<file path="src/rtl/vga_pkg.sv">
// Shared VGA definitions: default 640x480 timing, total-size helpers and 12-bit colours.
package vga_pkg;

  localparam int unsigned CNT_W       = 10;
  localparam int unsigned FRAME_CNT_W = 16;
  localparam int unsigned MAX_TOTAL   = 1024;

  localparam int unsigned DEF_CLK_DIV   = 4;
  localparam int unsigned DEF_H_DISPLAY = 640;
  localparam int unsigned DEF_H_FRONT   = 16;
  localparam int unsigned DEF_H_SYNC    = 96;
  localparam int unsigned DEF_H_BACK    = 48;
  localparam int unsigned DEF_V_DISPLAY = 480;
  localparam int unsigned DEF_V_FRONT   = 10;
  localparam int unsigned DEF_V_SYNC    = 2;
  localparam int unsigned DEF_V_BACK    = 33;
  localparam int unsigned DEF_PIPE_DLY  = 1;

  localparam logic [11:0] COLOR_BLACK  = 12'h000;
  localparam logic [11:0] COLOR_WHITE  = 12'hFFF;
  localparam logic [11:0] COLOR_RED    = 12'hF00;
  localparam logic [11:0] COLOR_GREEN  = 12'h0F0;
  localparam logic [11:0] COLOR_BLUE   = 12'h00F;
  localparam logic [11:0] COLOR_YELLOW = 12'hFF0;

  function automatic int unsigned h_total(input int unsigned disp, input int unsigned front,
                                          input int unsigned sync, input int unsigned back);
    return disp + front + sync + back;
  endfunction

  function automatic int unsigned v_total(input int unsigned disp, input int unsigned front,
                                          input int unsigned sync, input int unsigned back);
    return disp + front + sync + back;
  endfunction

endpackage

</file>
<file path="src/rtl/vga_timing_gen_if.sv">
// Scan-position / sync bundle between the timing generator and its consumers.
// frame_cnt exists only when VGA_FRAME_CNT_EN is defined.
interface vga_timing_gen_if;
  import vga_pkg::*;

  logic             pixel_tick;
  logic [CNT_W-1:0] x;
  logic [CNT_W-1:0] y;
  logic             video_on;
  logic             hsync;
  logic             vsync;
  logic             line_start;
  logic             frame_start;
`ifdef VGA_FRAME_CNT_EN
  logic [FRAME_CNT_W-1:0] frame_cnt;
`endif

  modport master (
`ifdef VGA_FRAME_CNT_EN
    output frame_cnt,
`endif
    output pixel_tick, x, y, video_on, hsync, vsync, line_start, frame_start
  );

  modport slave (
`ifdef VGA_FRAME_CNT_EN
    input frame_cnt,
`endif
    input pixel_tick, x, y, video_on, hsync, vsync, line_start, frame_start
  );

endinterface

</file>
<file path="src/rtl/vga_timing_gen_sync_delay.sv">
// Tick-enabled shift register that delays a sync signal by DEPTH pixel ticks.
// Reset fills every stage with FILL (the inactive sync level).
module sync_delay #(
  parameter int unsigned DEPTH = 1,
  parameter logic        FILL  = 1'b1
) (
  input  logic clk,
  input  logic rst,
  input  logic tick,
  input  logic din,
  output logic dout
);

  logic [DEPTH-1:0] sr_q;

  always_ff @(posedge clk) begin
    if (rst) begin
      sr_q <= {DEPTH{FILL}};
    end else if (tick) begin
      sr_q <= (sr_q << 1) | DEPTH'(din);
    end
  end

  assign dout = sr_q[DEPTH-1];

endmodule

</file>
<file path="src/rtl/vga_timing_gen.sv">
// VGA raster timing: pixel-rate tick, h/v counters, video_on, delayed syncs, start pulses.
// Define VGA_FRAME_CNT_EN to add the 16-bit completed-frame counter.
module vga_timing_gen
  import vga_pkg::*;
#(
  parameter int unsigned CLK_DIV   = DEF_CLK_DIV,
  parameter int unsigned H_DISPLAY = DEF_H_DISPLAY,
  parameter int unsigned H_FRONT   = DEF_H_FRONT,
  parameter int unsigned H_SYNC    = DEF_H_SYNC,
  parameter int unsigned H_BACK    = DEF_H_BACK,
  parameter int unsigned V_DISPLAY = DEF_V_DISPLAY,
  parameter int unsigned V_FRONT   = DEF_V_FRONT,
  parameter int unsigned V_SYNC    = DEF_V_SYNC,
  parameter int unsigned V_BACK    = DEF_V_BACK,
  parameter logic        SYNC_POL  = 1'b0,
  parameter int unsigned PIPE_DLY  = DEF_PIPE_DLY
) (
  input logic              sys_clk,
  input logic              sys_rst,
  vga_timing_gen_if.master vga
);

  localparam int unsigned H_TOT     = h_total(H_DISPLAY, H_FRONT, H_SYNC, H_BACK);
  localparam int unsigned V_TOT     = v_total(V_DISPLAY, V_FRONT, V_SYNC, V_BACK);
  localparam int unsigned DIV_W     = (CLK_DIV > 1) ? $clog2(CLK_DIV) : 1;
  localparam int unsigned CMP_W     = CNT_W + 1;
  localparam int unsigned HS_START  = H_DISPLAY + H_FRONT;
  localparam int unsigned HS_STOP   = HS_START + H_SYNC;
  localparam int unsigned VS_START  = V_DISPLAY + V_FRONT;
  localparam int unsigned VS_STOP   = VS_START + V_SYNC;
  localparam int unsigned DLY_DEPTH = (PIPE_DLY == 0) ? 1 : PIPE_DLY;

  if (CLK_DIV == 0 || PIPE_DLY > 7 || H_TOT > MAX_TOTAL || V_TOT > MAX_TOTAL) begin : g_cfg_err
    $error("vga_timing_gen: illegal timing configuration");
  end

  logic [DIV_W-1:0] div_cnt, div_nxt;
  logic             tick_q, tick_nxt;
  logic [CNT_W-1:0] h_cnt, h_nxt;
  logic [CNT_W-1:0] v_cnt, v_nxt;
  logic             vid_q, vid_nxt;
  logic             line_q, line_nxt;
  logic             frame_q, frame_nxt;
  logic [CNT_W-1:0] hs_src_c, vs_src_c;
  logic             hs_raw_c, vs_raw_c;
  logic             dly_tick_c;

  // Next-state for divider, raster counters and start pulses
  always_comb begin
    div_nxt   = div_cnt;
    tick_nxt  = 1'b0;
    h_nxt     = h_cnt;
    v_nxt     = v_cnt;
    line_nxt  = 1'b0;
    frame_nxt = 1'b0;

    if (div_cnt == DIV_W'(CLK_DIV - 1)) begin
      div_nxt  = '0;
      tick_nxt = 1'b1;
    end else begin
      div_nxt = div_cnt + DIV_W'(1);
    end

    if (tick_q) begin
      if (h_cnt == CNT_W'(H_TOT - 1)) begin
        h_nxt    = '0;
        line_nxt = 1'b1;
        if (v_cnt == CNT_W'(V_TOT - 1)) begin
          v_nxt     = '0;
          frame_nxt = 1'b1;
        end else begin
          v_nxt = v_cnt + CNT_W'(1);
        end
      end else begin
        h_nxt = h_cnt + CNT_W'(1);
      end
    end

    vid_nxt = ({1'b0, h_nxt} < CMP_W'(H_DISPLAY)) && ({1'b0, v_nxt} < CMP_W'(V_DISPLAY));
  end

  // Zero delay samples the upcoming counters so syncs line up with x/y exactly
  always_comb begin
    hs_src_c   = (PIPE_DLY == 0) ? h_nxt : h_cnt;
    vs_src_c   = (PIPE_DLY == 0) ? v_nxt : v_cnt;
    dly_tick_c = (PIPE_DLY == 0) ? 1'b1 : tick_q;
    hs_raw_c   = (({1'b0, hs_src_c} >= CMP_W'(HS_START)) && ({1'b0, hs_src_c} < CMP_W'(HS_STOP)))
                 ? SYNC_POL : ~SYNC_POL;
    vs_raw_c   = (({1'b0, vs_src_c} >= CMP_W'(VS_START)) && ({1'b0, vs_src_c} < CMP_W'(VS_STOP)))
                 ? SYNC_POL : ~SYNC_POL;
  end

  always_ff @(posedge sys_clk) begin
    if (sys_rst) begin
      div_cnt <= '0;
      tick_q  <= 1'b0;
      h_cnt   <= '0;
      v_cnt   <= '0;
      vid_q   <= 1'b0;
      line_q  <= 1'b0;
      frame_q <= 1'b0;
    end else begin
      div_cnt <= div_nxt;
      tick_q  <= tick_nxt;
      h_cnt   <= h_nxt;
      v_cnt   <= v_nxt;
      vid_q   <= vid_nxt;
      line_q  <= line_nxt;
      frame_q <= frame_nxt;
    end
  end

  sync_delay #(.DEPTH(DLY_DEPTH), .FILL(~SYNC_POL)) u_hs_dly (
    .clk  (sys_clk),
    .rst  (sys_rst),
    .tick (dly_tick_c),
    .din  (hs_raw_c),
    .dout (vga.hsync)
  );

  sync_delay #(.DEPTH(DLY_DEPTH), .FILL(~SYNC_POL)) u_vs_dly (
    .clk  (sys_clk),
    .rst  (sys_rst),
    .tick (dly_tick_c),
    .din  (vs_raw_c),
    .dout (vga.vsync)
  );

`ifdef VGA_FRAME_CNT_EN
  logic [FRAME_CNT_W-1:0] fcnt_q;

  // Counts in the same edge that raises frame_start
  always_ff @(posedge sys_clk) begin
    if (sys_rst) begin
      fcnt_q <= '0;
    end else if (frame_nxt) begin
      fcnt_q <= fcnt_q + FRAME_CNT_W'(1);
    end
  end

  assign vga.frame_cnt = fcnt_q;
`endif

  assign vga.pixel_tick  = tick_q;
  assign vga.x           = h_cnt;
  assign vga.y           = v_cnt;
  assign vga.video_on    = vid_q;
  assign vga.line_start  = line_q;
  assign vga.frame_start = frame_q;

endmodule

</file>
<file path="src/flat_wrapper.sv">
// flat-port wrapper written by rule: the top's interface ports become plain ports
module vga_timing_gen_flat import vga_pkg::*;
#(
  parameter int unsigned CLK_DIV   = DEF_CLK_DIV,
  parameter int unsigned H_DISPLAY = DEF_H_DISPLAY,
  parameter int unsigned H_FRONT   = DEF_H_FRONT,
  parameter int unsigned H_SYNC    = DEF_H_SYNC,
  parameter int unsigned H_BACK    = DEF_H_BACK,
  parameter int unsigned V_DISPLAY = DEF_V_DISPLAY,
  parameter int unsigned V_FRONT   = DEF_V_FRONT,
  parameter int unsigned V_SYNC    = DEF_V_SYNC,
  parameter int unsigned V_BACK    = DEF_V_BACK,
  parameter logic        SYNC_POL  = 1'b0,
  parameter int unsigned PIPE_DLY  = DEF_PIPE_DLY
)
  (sys_clk, sys_rst, vga_pixel_tick, vga_x, vga_y, vga_video_on, vga_hsync, vga_vsync, vga_line_start, vga_frame_start);
  vga_timing_gen_if vga_i ();
  input logic sys_clk;
  input logic sys_rst;
  output wire logic [$bits(vga_i.pixel_tick)-1:0] vga_pixel_tick;
  output wire logic [$bits(vga_i.x)-1:0] vga_x;
  output wire logic [$bits(vga_i.y)-1:0] vga_y;
  output wire logic [$bits(vga_i.video_on)-1:0] vga_video_on;
  output wire logic [$bits(vga_i.hsync)-1:0] vga_hsync;
  output wire logic [$bits(vga_i.vsync)-1:0] vga_vsync;
  output wire logic [$bits(vga_i.line_start)-1:0] vga_line_start;
  output wire logic [$bits(vga_i.frame_start)-1:0] vga_frame_start;
  assign vga_pixel_tick = vga_i.pixel_tick;
  assign vga_x = vga_i.x;
  assign vga_y = vga_i.y;
  assign vga_video_on = vga_i.video_on;
  assign vga_hsync = vga_i.hsync;
  assign vga_vsync = vga_i.vsync;
  assign vga_line_start = vga_i.line_start;
  assign vga_frame_start = vga_i.frame_start;
  vga_timing_gen #(.CLK_DIV(CLK_DIV), .H_DISPLAY(H_DISPLAY), .H_FRONT(H_FRONT), .H_SYNC(H_SYNC), .H_BACK(H_BACK), .V_DISPLAY(V_DISPLAY), .V_FRONT(V_FRONT), .V_SYNC(V_SYNC), .V_BACK(V_BACK), .SYNC_POL(SYNC_POL), .PIPE_DLY(PIPE_DLY)) u_core (.sys_clk(sys_clk), .sys_rst(sys_rst), .vga(vga_i));
endmodule
</file>
<file path="config.mk">
export PLATFORM = sky130hd
export DESIGN_NAME = vga_timing_gen_flat
export DESIGN_NICKNAME = d
export VERILOG_FILES = /design/src/rtl/vga_pkg.sv /design/src/rtl/vga_timing_gen_if.sv /design/src/rtl/vga_timing_gen_sync_delay.sv /design/src/rtl/vga_timing_gen.sv /design/src/flat_wrapper.sv
export SDC_FILE = /design/constraint.sdc
export NUM_CORES = 1
export LEC_CHECK = 0
export BUFFER_PORTS_ARGS = -buffer_cell sky130_fd_sc_hd__buf_2
export CAP_MARGIN = 15
export CORE_MARGIN = 1
export CORE_UTILIZATION = 57
export CTS_CLUSTER_DIAMETER = 120
export DETAILED_ROUTE_END_ITERATION = 8
export GPL_TIMING_DRIVEN = 0
export PLACE_DENSITY = 0.83
export SYNTH_ARGS = -nofsm -noshare
export SYNTH_HDL_FRONTEND = slang
export SYNTH_SLANG_ARGS = --single-unit
</file>
<file path="constraint.sdc">
create_clock -name sys_clk -period 3.4 [get_ports sys_clk]
set_input_delay 0.34 -clock sys_clk [delete_from_list [all_inputs] [get_ports sys_clk]]
set_output_delay 0.34 -clock sys_clk [all_outputs]
set_load 0.01 [all_outputs]
</file>
==> results of run 1 <==
cells in the mapped netlist:
cell type	number	area, sq um
sky130_fd_sc_hd__buf_4	1	7.51
sky130_fd_sc_hd__o2111ai_1	1	8.76
sky130_fd_sc_hd__buf_1	1	3.75
sky130_fd_sc_hd__nand4_1	5	31.3
sky130_fd_sc_hd__nor3b_1	1	7.51
sky130_fd_sc_hd__o32ai_1	1	8.76
sky130_fd_sc_hd__nor3_1	14	70.1
sky130_fd_sc_hd__nor2b_1	3	18.8
sky130_fd_sc_hd__clkbuf_1	4	15.0
sky130_fd_sc_hd__nand4b_1	3	26.3
sky130_fd_sc_hd__inv_1	4	15.0
sky130_fd_sc_hd__nor4_4	1	21.3
sky130_fd_sc_hd__o31ai_1	1	7.51
sky130_fd_sc_hd__nand4b_2	1	15.0
sky130_fd_sc_hd__and4_1	3	26.3
sky130_fd_sc_hd__nor4_1	4	25.0
sky130_fd_sc_hd__o22ai_1	1	6.26
sky130_fd_sc_hd__and3_1	4	25.0
sky130_fd_sc_hd__dfxtp_1	28	561
sky130_fd_sc_hd__xnor2_1	10	87.6
sky130_fd_sc_hd__or3_1	2	12.5
sky130_fd_sc_hd__nor2_1	14	52.6
sky130_fd_sc_hd__buf_6	1	11.3
sky130_fd_sc_hd__a21oi_1	2	10.0
sky130_fd_sc_hd__or4_4	1	11.3
sky130_fd_sc_hd__or4_1	1	7.51
sky130_fd_sc_hd__ha_1	6	75.1
sky130_fd_sc_hd__xor2_1	8	70.1
sky130_fd_sc_hd__nand3_1	5	25.0
sky130_fd_sc_hd__a31oi_1	2	12.5
sky130_fd_sc_hd__nand4_2	1	12.5
sky130_fd_sc_hd__a2111oi_0	1	8.76
sky130_fd_sc_hd__nand2_1	8	30.0
sky130_fd_sc_hd__mux2i_1	1	10.0
sky130_fd_sc_hd__o21bai_1	1	7.51
sky130_fd_sc_hd__nand2b_1	3	18.8
worst min-delay path by stage:
stage / startpoint / end / slack [ns] / cells after the start
finish: sys_rst / u_core.vga.video_on$_SDFF_PP0_ / 0.27 / 3
global route: sys_rst / u_core.vga.video_on$_SDFF_PP0_ / 0.28 / 3
global placement: u_core.div_cnt[0]$_SDFF_PP0_ / u_core.div_cnt[0]$_SDFF_PP0_ / 0.41 / 1
floorplan: u_core.div_cnt[0]$_SDFF_PP0_ / u_core.div_cnt[0]$_SDFF_PP0_ / 0.41 / 1
detailed placement: u_core.div_cnt[0]$_SDFF_PP0_ / u_core.div_cnt[0]$_SDFF_PP0_ / 0.43 / 1
CTS: sys_rst / u_core.vga.video_on$_SDFF_PP0_ / 0.27 / 3
state kept, by name, indices dropped and copies added, names as in the netlist:
name,flops
u_core.div_cnt,2
u_core.u_hs_dly.dout,1
u_core.u_vs_dly.dout,1
u_core.vga.frame_start,1
u_core.vga.line_start,1
u_core.vga.pixel_tick,1
u_core.vga.video_on,1
u_core.vga.x,10
u_core.vga.y,10
per-layer routing:
| metal | routed length (microns) | part of all wire [%] | vias to the layer above |
|---|---|---|---|
| met1 | 1360 | 47 | 566 |
| met3 | 170 | 5.8 | 6 |
| met5 | 0 | 0 | - |
| li1 | - | - | 590 |
| met2 | 1360 | 47 | 57 |
| met4 | 31 | 1.1 | 0 |
per-stage QoR:
stage               setup WS [ns]  power (mW)  cell area, sq um  hold WS (ns)  utilization (%)
floorplan                    1.33       0.355              1360         0.407                -
global placement             1.28       0.360              1530         0.414             68.6
detailed placement           1.18       0.361              1530         0.426             68.6
CTS                          1.08       0.580              1590         0.270             71.0
global route                0.942       0.591              1590         0.278             71.0
finish                       1.12       0.575              1590         0.273             71.0
cells by family after synthesis:
kind of cell    after synthesis
fa+ha+maj                     6
xor+xnor                     18
flops                        28
compound gates               10
mux                           1
buf+inv                      11
simple gates                 74
cell type report:
cell class / instances / area share (%)
multi-input cells: 109 / 47.3
flip-flops and latches: 28 / 35.4
repair buffers: 27 / 8.52
plain buffers: 7 / 2.37
well taps: 28 / 2.21
clock inverters: 1 / 1.89
clock buffers: 3 / 1.42
inverters: 4 / 0.947
report_power, final:
part	total [mW]	switching [mW]	internal (mW)
clock	0.221	0.102	0.119
sequential	0.335	0.00218	0.333
combinational	0.0188	0.0109	0.00792
total	0.575	0.115	0.460
critical path, stage by stage (launching register included):
cell                      delay, ns
sky130_fd_sc_hd__dfxtp_1       0.44
sky130_fd_sc_hd__ha_1          0.24
sky130_fd_sc_hd__nand4_2       0.17
sky130_fd_sc_hd__nor4_4        0.62
sky130_fd_sc_hd__a31oi_1       0.18
sky130_fd_sc_hd__or3_1         0.38
sky130_fd_sc_hd__nor3_1        0.18
==> insert_results.sql, run 1 <==
INSERT INTO impl_metrics (metric_group, metric, value, unit) VALUES
('critical_path', 'crit_arrival', '2.55', 'ns'),
('die', 'rows', '17', ''),
('critical_path', 'worstReg2RegStart', 'u_core.vga.x[0]$_SDFFE_PP0P_', ''),
('synthesis', 'netlist_area', '1360', 'sq um'),
('global_routing', 'grt_pass1_wl', '4830', 'microns'),
('global_routing', 'grt_util_overall', '24.2', '%'),
('synthesis', 'post_synthesis_share_of_cell_area_spent_on_full_adders_half_adders_and_majority_gates', '5.51', '%'),
('clocking', 'post_cts_buffers', '0', ''),
('synthesis', 'synth_compound_area_share', '5.14', '%'),
('timing', 'count_of_pins_over_their_slew_limit', '0', ''),
('drt', 'drc_errors', '0', ''),
('critical_path', 'crit_fanout', '10', ''),
('timing', 'fin_worst_skew', '0.00862', 'ns'),
('synthesis', 'combinational_family_with_the_most_area_after_synthesis', 'simple AND/OR/NAND/NOR gates', ''),
('timing', 'fin_setup_tns', '0', 'ns'),
('final_layout', 'seqCellArea', '561', 'sq um'),
('timing', 'hold_viol_final', '0', ''),
('final_layout', 'nFillCells', '183', ''),
('timing', 'max_slew_margin', '39.1', '%'),
('outcome', 'status', 'finished, final reports clean', ''),
('die', 'floorplan.core_area', '2230', 'sq um'),
('hold_path', 'min-delay-path-class', 'in2reg', ''),
('global_routing', 'grt_busiest_layer', 'met2', ''),
('power', 'max-vdd-ir-drop', '268', 'uV'),
('timing', 'fin_crit', '2.28', 'ns'),
('die', 'fp.dieArea', '2590', 'sq um'),
('clocking', 'ctsHtreeMaxLevel', '1', ''),
('synthesis', 'yosys.cell_types.count', '36', ''),
('global_routing', 'gr-total-overflow', '0', ''),
('synthesis', 'mappedNetlistNets', '156', ''),
('power', 'p_per_area', '363', 'nW/um^2'),
('clocking', 'clock_pin_slew_worst_setup_and_hold_paths', '0.16', 'ns'),
('place', 'place.detailed.hpwl', '2070', 'microns'),
('final_layout', 'commonest_cells_after_routing_fill_and_taps_aside', 'sky130_fd_sc_hd__dfxtp_1 (28), sky130_fd_sc_hd__buf_2 (27), sky130_fd_sc_hd__nor3_1 (14), sky130_fd_sc_hd__nor2_1 (14), sky130_fd_sc_hd__xnor2_1 (10)', ''),
('synthesis', 'muxShareOfSynthArea', '0.735', '%'),
('die', 'dieWidth', '50.9', 'microns'),
('drt', 'drt_iter0_drc', '43', ''),
('final_layout', 'area_growth_syn_to_layout', '16.3', '%'),
('synthesis', 'yosys.area_share.simple', '32.0', '%'),
('final_layout', 'nNetsFinal', '188', ''),
('critical_path', 'criticalPathCategory', 'reg2reg', ''),
('global_routing', 'grt_use_met3', '2.68', '%'),
('drt', 'detail_route.wirelength', '2930', 'microns'),
('place', 'gp_congestion', '0.903', ''),
('power', 'leakagePower', '0.656', 'nW'),
('timing', 'fmaxAchievable', '0.439', 'GHz'),
('synthesis', 'sequential_cell_area_fraction_in_the_yosys_report', '41.1', '%'),
('final_layout', 'drive_above_1_share', '20.7', '%'),
('die', 'io_pins', '28', ''),
('clocking', 'tritoncts.num_buffers', '3', ''),
('clocking', 'clock_tree.root_cell', 'sky130_fd_sc_hd__clkbuf_4', ''),
('die', 'initial_core_util', '61.0', '%'),
('critical_path', 'startpoint', 'u_core.vga.x[0]$_SDFFE_PP0P_', ''),
('job', 'cap_viol_max_count', '0', ''),
('synthesis', 'syn_inst', '148', ''),
('timing', 'tightest_slew', '0.905', 'ns'),
('critical_path', 'worst-r2r-cell-count', '6', ''),
('place', 'place.detailed.instances', '203', ''),
('clocking', 'max_buffers_root_to_sink', '2', ''),
('critical_path', 'r2r_slack', '1.12', 'ns'),
('clocking', 'tritoncts', 'built', ''),
('drt', 'vias', '1219', ''),
('synthesis', 'synth-xor-area-share', '11.6', '%'),
('synthesis', 'synth-seq-cells', '28', ''),
('drt', 'drt_pre_antenna_iters', '6', ''),
('critical_path', 'start_kind', 'flip-flop', ''),
('final_layout', 'mostFrequentLayoutCell', 'sky130_fd_sc_hd__dfxtp_1', ''),
('final_layout', 'n_antenna_cell', '0', ''),
('global_routing', 'use_met2', '37.1', '%'),
('clocking', 'numClockSinks', '28', ''),
('global_routing', 'globalRouteMet1Util', '36.1', '%');
(Power assumes the default switching activity.)
==> run 2: changes to the inputs <==
--- a/config.mk
+++ b/config.mk
@@ -8,11 +8,11 @@
 export BUFFER_PORTS_ARGS = -buffer_cell sky130_fd_sc_hd__buf_2
 export CAP_MARGIN = 15
 export CORE_MARGIN = 1
-export CORE_UTILIZATION = 57
+export CORE_UTILIZATION = 53
 export CTS_CLUSTER_DIAMETER = 120
 export DETAILED_ROUTE_END_ITERATION = 8
 export GPL_TIMING_DRIVEN = 0
-export PLACE_DENSITY = 0.83
+export PLACE_DENSITY = 0.78
 export SYNTH_ARGS = -nofsm -noshare
 export SYNTH_HDL_FRONTEND = slang
 export SYNTH_SLANG_ARGS = --single-unit
==> constraint.sdc (replaced) <==
create_clock -name sys_clk -period 2.1 [get_ports sys_clk]
set_input_delay 0.21 -clock sys_clk [delete_from_list [all_inputs] [get_ports sys_clk]]
set_output_delay 0.21 -clock sys_clk [all_outputs]
set_load 0.01 [all_outputs]
==> run 2 against run 1 <==
Register-to-register slack got worse by 1.0 ns; maximum frequency increased by 13%; first-iteration DRC count shrank 53%; critical endpoint is now u_core.vga.y[8]$_SDFF_PP0_.
==> insert_results.sql, run 2 (same netlist as run 1, synthesis figures left out) <==
INSERT INTO impl_metrics (metric_group, metric, value, unit) VALUES
('clocking', 'tritoncts.num_buffers', '3', ''),
('drt', 'drt_pre_antenna_iters', '4', ''),
('critical_path', 'start_kind', 'flip-flop', ''),
('final_layout', 'commonest_cells_after_routing_fill_and_taps_aside', 'sky130_fd_sc_hd__buf_2 (27), sky130_fd_sc_hd__dfxtp_1 (26), sky130_fd_sc_hd__nor3_1 (14), sky130_fd_sc_hd__nor2_1 (14), sky130_fd_sc_hd__xnor2_1 (10)', ''),
('job', 'cap_viol_max_count', '0', ''),
('timing', 'hold_ws', '0.151', 'ns'),
('clocking', 'insertion_delay', '0.32', 'ns'),
('die', 'initial_core_util', '55.5', '%'),
('clocking', 'clock_tree.root_cell', 'sky130_fd_sc_hd__clkbuf_4', ''),
('clocking', 'numClockSinks', '28', ''),
('power', 'max-vdd-ir-drop', '641', 'uV'),
('critical_path', 'cpPeakStageDelay', '0.53', 'ns'),
('final_layout', 'area_growth_syn_to_layout', '20.8', '%'),
('critical_path', 'crit_fanout', '9', ''),
('critical_path', 'worstReg2RegStart', 'u_core.vga.x[3]$_SDFFE_PP0P_', ''),
('critical_path', 'worst_path_required', '2.33', 'ns'),
('power', 'fraction_of_power_consumed_by_sequential_logic', '65.3', '%'),
('die', 'fp.dieArea', '2780', 'sq um'),
('clocking', 'tritoncts', 'built', ''),
('final_layout', 'mostFrequentLayoutCell', 'sky130_fd_sc_hd__buf_2', ''),
('timing', 'max_slew_margin', '59.0', '%'),
('drt', 'routed_wirelength_normalized_by_instance_count', '14.4', 'microns'),
('critical_path', 'crit_chain', 'nand4_4 > or4_4 > buf_6 > nor4_1 > xnor2_1 > nor2_1', ''),
('drt', 'via_per_inst', '5.59', ''),
('hold_path', 'min-delay-path-class', 'in2reg', ''),
('global_routing', 'grt_pass1_wl', '4480', 'microns'),
('timing', 'fraction_of_the_cycle_the_final_worst_path_needs', '96.2', '%'),
('clocking', 'clock_pin_slew_worst_setup_and_hold_paths', '0.14', 'ns'),
('timing', 'finalSetupViolCount', '0', ''),
('timing', 'count_of_pins_over_their_slew_limit', '0', ''),
('drt', 'drt_iter0_drc', '20', ''),
('power', 'p_comb_share', '3.8', '%'),
('critical_path', 'worst-r2r-cell-count', '6', ''),
('final_layout', 'drive_above_1_share', '25.8', '%'),
('global_routing', 'grt_start_max_net_pins', '16', ''),
('timing', 'fmaxAchievable', '0.495', 'GHz'),
('global_routing', 'grt_util_overall', '21.9', '%'),
('critical_path', 'timing.rr.end', 'u_core.vga.y[8]$_SDFF_PP0_', ''),
('clocking', 'ctsHtreeMaxLevel', '1', ''),
('hold_path', 'min_to', 'u_core.vga.video_on$_SDFF_PP0_', ''),
('critical_path', 'crit_arrival', '2.25', 'ns'),
('outcome', 'status', 'finished, final reports clean', ''),
('critical_path', 'worst_setup_path_end_kind', 'flip-flop', ''),
('timing', 'fin_crit', '2.02', 'ns'),
('hold_path', 'hold_depth', '3', ''),
('timing', 'rsz0062_at_grt', 'no', ''),
('die', 'io_pins', '28', ''),
('hold_path', 'hold_start', 'sys_rst', ''),
('power', 'p_per_area', '504', 'nW/um^2'),
('place', 'place.detailed.hpwl', '2020', 'microns'),
('critical_path', 'critical_path.top_delay_family', 'simple AND/OR/NAND/NOR gates', ''),
('power', 'clkPwrFrac', '30.9', '%'),
('global_routing', 'grt_pass1_vias', '992', ''),
('final_layout', 'final_design_area_no_fill', '1650', 'sq um'),
('timing', 'hold_viol_final', '0', ''),
('timing', 'fin_worst_skew', '0.00736', 'ns'),
('die', 'dieWidth', '52.7', 'microns'),
('global_routing', 'grt_antenna_before_repair', '0', ''),
('die', 'floorplan.core_area', '2450', 'sq um'),
('place', 'placed_cell_area', '1540', 'sq um'),
('power', 'design_power_total', '0.829', 'mW'),
('critical_path', 'r2r_slack', '0.08', 'ns'),
('clocking', 'max_buffers_root_to_sink', '2', ''),
('die', 'die_y', '52.7', 'microns'),
('place', 'gp_congestion', '0.917', ''),
('drt', 'detail_route.wirelength', '3040', 'microns'),
('final_layout', 'nNetsFinal', '191', ''),
('drt', 'antenna_violating_nets_post_route', '0', ''),
('power', 'leakagePower', '0.673', 'nW'),
('critical_path', 'criticalPathCategory', 'reg2reg', ''),
('critical_path', 'worst_path_max_delay_cell', 'sky130_fd_sc_hd__dfxtp_1', ''),
('critical_path', 'count_of_buffer_and_inverter_cells_on_the_critical_path', '1', ''),
('final_layout', 'n_antenna_cell', '0', ''),
('timing', 'tightest_slew', '0.610', 'ns'),
('place', 'placement.io_buffers', '27', ''),
('die', 'rows', '18', ''),
('power', 'switching_share', '20.9', '%'),
('drt', 'drc_errors', '0', ''),
('drt', 'vias', '1186', ''),
('power', 'internal_power', '0.656', 'mW'),
('global_routing', 'gr-total-overflow', '0', ''),
('power', 'p_switching', '0.173', 'mW'),
('clocking', 'ctsHoldBuffers', '0', '');
==> run 2: cell count changes in the layout (fill, tap and decap cells not counted), moves of 2 or more <==
cell	change
sky130_fd_sc_hd__buf_4	+3
sky130_fd_sc_hd__dfxtp_1	-2
sky130_fd_sc_hd__dfxtp_4	+2
sky130_fd_sc_hd__nor4_1	-2
sky130_fd_sc_hd__nor4_2	+2
==> run 2: worst register-to-register path, delay by kind of cell (launching register included) <==
kind          cells  cell delay, ns
simple gates      4            1.08
flops             1            0.53
buf+inv           1            0.16
xor+xnor          1            0.16
==> run 2: how the worst max path moves through the flow <==
stage | start | to | slack, ns | cells past startpoint
3_3_place_gp | u_core.vga.x[0]$_SDFFE_PP0P_ | u_core.vga.video_on$_SDFF_PP0_ | -0.03 | 6
3_5_place_dp | u_core.vga.x[0]$_SDFFE_PP0P_ | u_core.vga.y[0]$_SDFFE_PP0P_ | -0.11 | 6
6_report | u_core.vga.x[3]$_SDFFE_PP0P_ | u_core.vga.y[8]$_SDFF_PP0_ | 0.08 | 6
4_1_cts | u_core.vga.x[1]$_SDFFE_PP0P_ | u_core.vga.video_on$_SDFF_PP0_ | 0.004 | 7
2_1_floorplan | u_core.vga.x[0]$_SDFFE_PP0P_ | u_core.vga.y[8]$_SDFF_PP0_ | 0.03 | 7
5_1_grt | u_core.vga.x[3]$_SDFFE_PP0P_ | u_core.vga.y[7]$_SDFF_PP0_ | 0.007 | 6
==> run 2: power groups by stage <==
stage                     logic, mW  registers, mW  clock network [mW]
after floorplan              0.0202          0.555                   0
after global routing         0.0356          0.542               0.286
after detailed placement     0.0315          0.554                   0
after CTS                    0.0321          0.542               0.265
final                        0.0318          0.541               0.256
after global placement       0.0294          0.554                   0
==> run 2: cell type report <==
cell class | count | area (sq um)
fillers | 207 | 810
well taps | 30 | 37.5
clock buffers | 4 | 36.3
multi-input cells | 109 | 793
plain buffers | 7 | 37.5
inverters | 4 | 15.0
flip-flops and latches | 28 | 568
repair buffers | 30 | 158
==> run 2: metal layers <==
layer	vias to the layer above	share of wire, %	GRT usage (%)
met1	563	50	30.9
met2	22	46	33.5
met3	2	2.8	5.22
met4	0	0.53	4.82
li1	599	-	-
met5	-	0	0
==> run 2: repair_timing <==
item | 4_1_cts | 5_1_grt
endpoints found under the setup margin | 10 | 3
gates resized for setup | 7 | 5
endpoints found under the hold margin | 0 | 0
pin swaps | 1 | 2
buffers inserted | 0 | 3
==> run 2: metrics by stage <==
step,worst slack (ns),utilization [%],instances,setup TNS [ns]
floorplan,0.0325,-,148,0
global placement,-0.0289,62.5,205,-0.194
detailed placement,-0.108,62.5,205,-0.904
CTS,0.00394,64.8,209,0
global route,0.00737,67.0,212,0
finish,0.0794,67.0,212,0
==> run 3: changes to the inputs <==
--- a/config.mk
+++ b/config.mk
@@ -8,11 +8,10 @@
 export BUFFER_PORTS_ARGS = -buffer_cell sky130_fd_sc_hd__buf_2
 export CAP_MARGIN = 15
 export CORE_MARGIN = 1
-export CORE_UTILIZATION = 53
+export CORE_UTILIZATION = 40
 export CTS_CLUSTER_DIAMETER = 120
 export DETAILED_ROUTE_END_ITERATION = 8
 export GPL_TIMING_DRIVEN = 0
-export PLACE_DENSITY = 0.78
 export SYNTH_ARGS = -nofsm -noshare
 export SYNTH_HDL_FRONTEND = slang
 export SYNTH_SLANG_ARGS = --single-unit
==> run 3 against run 2 <==
Final area rose by 3.2%; via count rose by 2.7%; die area rose by 31%; critical endpoint is now u_core.vga.video_on$_SDFF_PP0_; power rose by 1.8%; maximum frequency rose by 2.4%.
==> insert_results.sql, run 3 (same netlist as run 1, synthesis figures left out) <==
INSERT INTO impl_metrics (metric_group, metric, value, unit) VALUES
('critical_path', 'worst_path_max_delay_cell', 'sky130_fd_sc_hd__dfxtp_1', ''),
('die', 'floorplan.core_area', '3150', 'sq um'),
('final_layout', 'final_design_area_no_fill', '1700', 'sq um'),
('hold_path', 'hold_start', 'sys_rst', ''),
('drt', 'detail_route.wirelength', '3060', 'microns'),
('critical_path', 'start_kind', 'flip-flop', ''),
('critical_path', 'crit_arrival', '2.22', 'ns'),
('critical_path', 'worstReg2RegStart', 'u_core.vga.x[3]$_SDFFE_PP0P_', ''),
('timing', 'fin_crit', '1.97', 'ns'),
('clocking', 'clock_pin_slew_worst_setup_and_hold_paths', '0.16', 'ns'),
('place', 'gp_congestion', '0.873', ''),
('timing', 'fraction_of_the_cycle_the_final_worst_path_needs', '94.0', '%'),
('power', 'switching_share', '21.9', '%'),
('timing', 'final_worst_setup_slack', '0.126', 'ns'),
('timing', 'count_of_pins_over_their_slew_limit', '0', ''),
('clocking', 'clock_tree.root_cell', 'sky130_fd_sc_hd__clkbuf_4', ''),
('timing', 'fmaxAchievable', '0.507', 'GHz'),
('place', 'placement.io_buffers', '27', ''),
('power', 'clkPwrFrac', '31.9', '%'),
('global_routing', 'gr-total-overflow', '0', ''),
('global_routing', 'grt_util_overall', '17.6', '%'),
('drt', 'drc_errors', '0', ''),
('die', 'initial_core_util', '43.2', '%'),
('final_layout', 'mostFrequentLayoutCell', 'sky130_fd_sc_hd__buf_2', ''),
('critical_path', 'worst_path_required', '2.35', 'ns'),
('timing', 'tightest_slew', '0.594', 'ns'),
('critical_path', 'criticalPathCategory', 'reg2reg', ''),
('place', 'dpl_worst_slack', '-0.149', 'ns'),
('timing', 'max_slew_margin', '60.1', '%'),
('place', 'place.detailed.instances', '219', ''),
('power', 'p_comb_share', '4.0', '%'),
('global_routing', 'grt_antenna_before_repair', '0', ''),
('drt', 'drt_iter0_drc', '73', ''),
('clocking', 'ctsHoldBuffers', '0', ''),
('global_routing', 'grt_start_max_net_pins', '16', ''),
('drt', 'antenna_violating_nets_post_route', '0', ''),
('drt', 'drt_pre_antenna_iters', '4', ''),
('clocking', 'ctsHtreeMaxLevel', '1', ''),
('critical_path', 'startpoint', 'u_core.vga.x[3]$_SDFFE_PP0P_', ''),
('die', 'die_y', '60.4', 'microns'),
('global_routing', 'grt_pass1_vias', '1013', ''),
('critical_path', 'crit_chain', 'nand4_4 > or4_4 > buf_6 > a2111oi_2 > or3_1 > nor3_1', ''),
('timing', 'hold_viol_final', '0', ''),
('die', 'fp.dieArea', '3640', 'sq um'),
('clocking', 'tritoncts.num_buffers', '3', ''),
('place', 'place.detailed.hpwl', '2050', 'microns'),
('final_layout', 'fin_cells', '229', ''),
('clocking', 'insertion_delay', '0.34', 'ns'),
('hold_path', 'min-delay-path-class', 'in2reg', ''),
('die', 'dieWidth', '60.4', 'microns'),
('job', 'cap_viol_max_count', '0', ''),
('critical_path', 'worst_setup_path_end_kind', 'flip-flop', ''),
('final_layout', 'nNetsFinal', '194', ''),
('final_layout', 'finish.utilization', '53.8', '%'),
('timing', 'fin_setup_tns', '0', 'ns'),
('die', 'io_pins', '28', ''),
('timing', 'finalSetupViolCount', '0', ''),
('power', 'fraction_of_power_consumed_by_sequential_logic', '64.2', '%'),
('global_routing', 'grt_pass1_wl', '4800', 'microns'),
('final_layout', 'n_antenna_cell', '0', ''),
('timing', 'fin_worst_skew', '0.0111', 'ns'),
('final_layout', 'drive_above_1_share', '27.6', '%'),
('power', 'internal_power', '0.659', 'mW'),
('clocking', 'numClockSinks', '28', ''),
('critical_path', 'crit_fanout', '9', ''),
('final_layout', 'commonest_cells_after_routing_fill_and_taps_aside', 'sky130_fd_sc_hd__buf_2 (27), sky130_fd_sc_hd__dfxtp_1 (26), sky130_fd_sc_hd__nor3_1 (14), sky130_fd_sc_hd__nor2_1 (14), sky130_fd_sc_hd__xnor2_1 (10)', ''),
('drt', 'vias', '1218', ''),
('drt', 'via_per_inst', '5.32', ''),
('power', 'p_per_area', '497', 'nW/um^2'),
('power', 'max-vdd-ir-drop', '379', 'uV'),
('final_layout', 'nFillCells', '310', ''),
('clocking', 'tritoncts', 'built', ''),
('power', 'p_switching', '0.185', 'mW'),
('die', 'rows', '20', ''),
('critical_path', 'cpPeakStageDelay', '0.52', 'ns'),
('power', 'leakagePower', '0.706', 'nW'),
('timing', 'rsz0062_at_grt', 'no', ''),
('clocking', 'max_buffers_root_to_sink', '2', ''),
('outcome', 'status', 'finished, final reports clean', ''),
('drt', 'routed_wirelength_normalized_by_instance_count', '13.3', 'microns'),
('final_layout', 'area_growth_syn_to_layout', '24.6', '%'),
('place', 'placed_cell_area', '1550', 'sq um');
-- run 3: changes by cell type in the layout (fill, tap and decap cells not counted) --
cell                      before  now
sky130_fd_sc_hd__nor4_1        2    1
sky130_fd_sc_hd__buf_4         4    7
sky130_fd_sc_hd__dfxtp_4       2    1
sky130_fd_sc_hd__dfxtp_2       0    1
sky130_fd_sc_hd__nor4_4        1    2
-- run 3: power groups by stage --
stage | registers [mW] | clock network [mW] | logic (mW)
5_1_grt | 0.543 | 0.302 | 0.0379
2_1_floorplan | 0.555 | 0 | 0.0202
3_5_place_dp | 0.554 | 0 | 0.0314
3_3_place_gp | 0.554 | 0 | 0.0304
4_1_cts | 0.542 | 0.281 | 0.0321
6_report | 0.542 | 0.269 | 0.0334
-- run 3: timing repair --
| item | in CTS | in global routing |
|---|---|---|
| resized for setup | 9 | 4 |
| setup buffers | 0 | 6 |
| pin swaps | 2 | 2 |
| endpoints found under the setup margin | 10 | 3 |
-- run 3: final cells by class --
| cell class | count | area, sq um | area share, % |
|---|---|---|---|
| Buffer | 7 | 37.5 | 2.21 |
| Clock buffer | 4 | 36.3 | 2.14 |
| Inverter | 4 | 15.0 | 0.884 |
| Multi-Input combinational cell | 109 | 808 | 47.6 |
| Sequential cell | 28 | 566 | 33.3 |
| Tap cell | 44 | 55.1 | 3.24 |
| Timing Repair Buffer | 33 | 180 | 10.6 |
-- run 3: metal layers --
layer / up-vias / global-route usage, % / routed length, microns
met4: 0 / 5.65 / 29
met1: 578 / 23.0 / 1460
met5: - / 0 / 0
li1: 609 / - / -
met2: 26 / 28.9 / 1460
met3: 5 / 3.84 / 115
-- run 3: worst paths after layout --
| kind | cells past startpoint | slack [ns] | end |
|---|---|---|---|
| worst max-delay path | 6 | 0.13 | u_core.vga.video_on$_SDFF_PP0_ |
| worst min-delay path | 3 | 0.16 | u_core.vga.video_on$_SDFF_PP0_ |
| worst max register to register | 6 | 0.13 | u_core.vga.video_on$_SDFF_PP0_ |
| worst min register to register | 1 | 0.44 | u_core.div_cnt[0]$_SDFF_PP0_ |
-- run 3: stage by stage --
stage,power (mW),hold WS (ns)
after floorplan,0.575,0.376
after global placement,0.584,0.419
after detailed placement,0.586,0.430
after CTS,0.855,0.139
after global routing,0.883,0.155
final,0.844,0.156
-- run 3: critical path, delay by kind of cell, from the launching register on --
| kind | cells | cell delay [ns] |
|---|---|---|
| simple gates | 4 | 0.89 |
| buf+inv | 1 | 0.16 |
| flops | 1 | 0.52 |
| compound gates | 1 | 0.32 |
